$ cat src/rtl/aes_pkg.sv
// Shared AES types, constants and GF(2^8) arithmetic for the decryption datapath.
package aes_pkg;

  typedef logic [127:0] state_t;
  typedef logic [31:0]  col_t;

  localparam int AES_NCOLS = 4;

  // InvMixColumns coefficients for row 0, MSB first: 0e 0b 0d 09
  localparam logic [31:0] INV_MIX = 32'h0e0b0d09;

  function automatic logic [7:0] xtime(input logic [7:0] a);
    xtime = {a[6:0], 1'b0} ^ (a[7] ? 8'h1b : 8'h00);
  endfunction

  // Constant-coefficient multiply; folds to a small XOR network when b is fixed.
  function automatic logic [7:0] gf_mul(input logic [7:0] a, input logic [7:0] b);
    logic [7:0] acc;
    logic [7:0] pw;
    acc = 8'h00;
    pw  = a;
    for (int i = 0; i < 8; i++) begin
      if (b[i]) acc = acc ^ pw;
      pw = xtime(pw);
    end
    gf_mul = acc;
  endfunction

endpackage

$ cat src/rtl/inv_round_column_stage_mixcol.sv
// Combinational InvMixColumns on one 32-bit column, row 0 in the MSB byte.
// Each output row uses the coefficient set rotated right by the row index.
module inv_mix_column
  import aes_pkg::*;
(
  input  col_t col_i,
  output col_t col_o
);

  logic [7:0] r [4];
  logic [7:0] k [4];

  always_comb begin
    for (int i = 0; i < 4; i++) begin
      r[i] = col_i[31-8*i -: 8];
      k[i] = INV_MIX[31-8*i -: 8];
    end
  end

  always_comb begin
    col_o = '0;
    for (int i = 0; i < 4; i++) begin
      col_o[31-8*i -: 8] = gf_mul(r[0], k[(4-i)%4]) ^ gf_mul(r[1], k[(5-i)%4]) ^
                           gf_mul(r[2], k[(6-i)%4]) ^ gf_mul(r[3], k[(7-i)%4]);
    end
  end

endmodule

$ cat src/rtl/inv_round_column_stage.sv
// AES decryption round stage: AddRoundKey on accept, then InvMixColumns a column group per cycle.
// Holds the result in DONE until out_ready; a new state can be accepted in that same cycle.
module inv_round_column_stage
  import aes_pkg::*;
#(
  parameter int COLS_PER_CYCLE = 1
) (
  input  logic         clk,
  input  logic         rst,
  input  logic         in_valid,
  output logic         in_ready,
  input  logic [127:0] state_in,
  input  logic [127:0] round_key,
  input  logic         skip_mix,
  output logic         out_valid,
  input  logic         out_ready,
  output logic [127:0] state_out
);

  if (!(COLS_PER_CYCLE == 1 || COLS_PER_CYCLE == 2 || COLS_PER_CYCLE == 4)) begin : g_bad_cols
    $error("COLS_PER_CYCLE must be 1, 2 or 4");
  end

  localparam logic [1:0] ST_IDLE = 2'd0;
  localparam logic [1:0] ST_MIX  = 2'd1;
  localparam logic [1:0] ST_DONE = 2'd2;

  localparam logic [2:0] STEP = 3'(COLS_PER_CYCLE);

  logic [1:0] state_q, state_d;
  logic [1:0] col_cnt_q, col_cnt_d;
  state_t     work_q, work_d;
  logic       accept;

  col_t   cols      [AES_NCOLS];
  col_t   cols_mix  [AES_NCOLS];
  col_t   mix_in    [COLS_PER_CYCLE];
  col_t   mix_out   [COLS_PER_CYCLE];
  state_t mixed;

  assign in_ready  = (state_q == ST_IDLE) | ((state_q == ST_DONE) & out_ready);
  assign accept    = in_valid & in_ready;
  assign out_valid = (state_q == ST_DONE);
  assign state_out = work_q;

  always_comb begin
    for (int c = 0; c < AES_NCOLS; c++) begin
      cols[c] = work_q[127-32*c -: 32];
    end
  end

  for (genvar g = 0; g < COLS_PER_CYCLE; g++) begin : g_mix
    assign mix_in[g] = cols[col_cnt_q + 2'(g)];
    inv_mix_column u_mix (
      .col_i(mix_in[g]),
      .col_o(mix_out[g])
    );
  end

  // Mixed columns are written back in place; the rest of the state passes through.
  always_comb begin
    for (int c = 0; c < AES_NCOLS; c++) begin
      cols_mix[c] = cols[c];
    end
    for (int g = 0; g < COLS_PER_CYCLE; g++) begin
      cols_mix[col_cnt_q + 2'(g)] = mix_out[g];
    end
    mixed = '0;
    for (int c = 0; c < AES_NCOLS; c++) begin
      mixed[127-32*c -: 32] = cols_mix[c];
    end
  end

  always_comb begin
    state_d   = state_q;
    col_cnt_d = col_cnt_q;
    work_d    = work_q;
    case (state_q)
      ST_MIX: begin
        work_d    = mixed;
        col_cnt_d = col_cnt_q + STEP[1:0];
        if (({1'b0, col_cnt_q} + STEP) == 3'd4) state_d = ST_DONE;
      end
      ST_DONE: begin
        if (out_ready) state_d = ST_IDLE;
      end
      default: ;
    endcase
    if (accept) begin
      work_d    = state_in ^ round_key;
      col_cnt_d = 2'd0;
      state_d   = skip_mix ? ST_DONE : ST_MIX;
    end
  end

  always_ff @(posedge clk or posedge rst) begin
    if (rst) begin
      state_q   <= ST_IDLE;
      col_cnt_q <= 2'd0;
      work_q    <= '0;
    end else begin
      state_q   <= state_d;
      col_cnt_q <= col_cnt_d;
      work_q    <= work_d;
    end
  end

endmodule

$ cat config.mk
export PLATFORM = sky130hd
export DESIGN_NAME = inv_round_column_stage
export DESIGN_NICKNAME = d
export VERILOG_FILES = /design/src/rtl/aes_pkg.sv /design/src/rtl/inv_round_column_stage_mixcol.sv /design/src/rtl/inv_round_column_stage.sv
export SDC_FILE = /design/constraint.sdc
export NUM_CORES = 1
export LEC_CHECK = 0
export CORE_MARGIN = 5
export CORE_UTILIZATION = 49
export CTS_CLUSTER_SIZE = 12
export DETAILED_ROUTE_END_ITERATION = 7
export PLACE_DENSITY = 0.95
export SLEW_MARGIN = 20
export SYNTH_ARGS = -nofsm -noshare
export SYNTH_HDL_FRONTEND = slang
export SYNTH_SLANG_ARGS = --single-unit
$ cat constraint.sdc
create_clock -name clk -period 6.9 [get_ports clk]
set_clock_uncertainty 0.2 [all_clocks]
set_input_delay 1.38 -clock clk [delete_from_list [all_inputs] [get_ports clk]]
set_output_delay 1.38 -clock clk [all_outputs]
set_load 0.02 [all_outputs]
==> results by group <==
Min path
  – Worst hold path type: reg -> reg

Critical path
  – WS Path Type: in -> out
  – CP Data Arrival Time: 2.82 ns
  – Max FO, Critical Path: 3
  – Startpoint types: input pin
  – Setup crit end kind: output pin
  – CP required: around 5.3 ns

CTS
  – CTS Root Cell: clkbuf_16
  – Worst-path clk slew: 0.06 ns
  – CTS Buf Count: 17
  – Sink Count: 132
  – CTS H-tree depth: 4
  – CTS tree: done
  – Post-CTS setup repair buffer count: 0
  – Worst-Skew Late Latency: approximately 0.43 ns
  – Post_cts resized: 0
  – Cts hold-fix bufs: 0
  – Clock Path Buffers: 2

Timing
  – Fmax: between 0.2 and 0.25 GHz
  – Headroom to the max-slew limit: 0.205
  – Fin. max-slew vios: 0
  – Endpoints failing setup: 0
  – Hold Fails Final Rpt: 0
  – RSZ-0062 raised after global routing: no
  – Worst slew pin tran: around 1.2 ns
  – Worst hold slack: around 0.33 ns
  – Setup TNS: 0 ns
  – Minimum clock period: about 4.4 ns
  – Period utilisation layout: 0.638

Final layout
  – Fillers: between 1000 and 1500
  – Area growth syn-to-layout: 46.3%
  – Nets@finish: between 1500 and 2000
  – Finished Layout Cells: approximately 1600
  – Layout cells sized above 1: 0.0826
  – ANT cells: 0

Routing
  – DRT antenna net count: 0
  – DRC: 0
  – Vias per cell: 6.01
  – DR pass1 iterations: 5
  – Total wire length: approximately 39000 um
  – Via Count: 9414
  – Drt wl/cell: between 20 and 25 um
  – Initial drt markers: about 1000

Placed design
  – Placer Congestion: about 1
  – Port buffer count: 390
  – DPL Wire Length: between 20000 and 30000 um
  – Cells after DPL: 1533

Synthesis
  – Most common cell in the netlist: xnor2_1
  – Synth Net Count: around 1200
  – Yosys reg bits: roughly 130
  – Sequential share of the synthesized area: 0.329
  – EDFF count, synth: 0
  – Syn. warnings: 0
  – Gate count of the mapped netlist: between 900 and 1000
  – Ys flop type: dfrtp_1
  – Syn avg cell area: between 10 and 15 um^2
  – Mapped Area: around 10000 um^2
  – Asr flop ratio synth: 1.00
  – Top cell type's share of synthesized area: 0.329
  – Ranking of synthesized cells by area: dfrtp_1 33%, xnor2_1 15%, xnor3_1 8.3%
  – Count of cell types in the netlist: 36
  – Largest area contributor in the synthesized netlist: dfrtp_1
  – Post-synth top cells: 170 x xnor2_1, 132 x dfrtp_1, 107 x a21oi_1, 64 x nor2_1, 60 x nand2_1

GRT
  – GRT overflow: 0
  – Largest net degree at the start of global routing: roughly 120
  – Vias in the first global route: between 9000 and 10000
  – Total track usage: 0.320
  – First-pass GRT wire length: between 50000 and 60000 um
  – Initial antenna violation count: 0

Flow run
  – MaxCap Viol Count: 0

Die
  – Die width: between 150 and 200 um
  – Total die area: ~23000 um^2
  – Core Area: 20200 um^2
  – Row cnt: 52
  – DIE HEIGHT: 153 um
  – Initial core utilization: 0.498
  – I/O pin count: just under 400

Outcome
  – Run status: completed
## final cells by class
cell class | instances | area [um^2] | area share
well taps | 270 | 338 | 0.0230
clock inverters | 15 | 203 | 0.0138
multi-input cells | 729 | 6400 | 0.436
repair buffers | 399 | 3990 | 0.272
inverters | 4 | 20.0 | 0.00136
flip-flops and latches | 132 | 3310 | 0.225
clock buffers | 17 | 425 | 0.0290
## through the flow
step	area [um^2]	util	worst slack [ns]
final	14700	0.728	2.50
after global routing	14700	0.728	2.43
after CTS	14700	0.726	2.49
after detailed placement	14000	0.695	2.51
after global placement	14000	0.695	2.50
after floorplan	10000	-	1.79
## sequential cells by signal, indices dropped and copies added (netlist names)
signal,cells
state_out,128
state_q,2
col_cnt_q,2
## layout by cell type (no fill, tap or decap), types with 27 or more instances in the layout
cell / instances
clkdlybuf4s50_1: 390
xnor2_1: 170
dfrtp_1: 130
a21oi_1: 107
nor2_1: 64
xor2_1: 57
nand2_1: 57
xnor3_1: 37
mux4_2: 32
a211oi_1: 31
o22ai_1: 30
a22oi_1: 27
## worst paths after layout
check                      depth (start not counted)            end  slack (ns)           from
max                                                4       in_ready        2.50      out_ready
min                                                1  state_out[38]        0.33  state_out[38]
max reg2reg                                        8  state_out[75]        2.63   col_cnt_q[1]
min reg2reg                                        1  state_out[38]        0.33  state_out[38]
max in group asynchronous                          3  state_out[74]        4.01            rst
min in group asynchronous                          2  state_out[87]        1.24            rst
## critical path, cell delays in order
cell and delay (ns):
clkdlybuf4s50_1 0.50, nor2b_1 0.07, nor2_1 0.20, clkdlybuf4s50_1 0.66
## kinds of logic (layout without fill, tap and decap cells)
kind of cell / Yosys count / count (layout) / synth area share
mux: 32 / 32 / 0.0718
simple gates: 144 / 144 / 0.0576
compound gates: 251 / 251 / 0.152
fa+ha+maj: 4 / 4 / 0.00499
buf+inv: 69 / 435 / 0.0344
flops: 132 / 132 / 0.329
xor+xnor: 298 / 298 / 0.350
## metal layers
metal,part of all wire,GRT usage
met1,0.35,0.379
met2,0.51,0.555
met3,0.095,0.0772
met4,0.049,0.138
met5,0,0
Power is not shown: default switching activity piles up to over one toggle a cycle in this logic, so the estimate is an artifact.
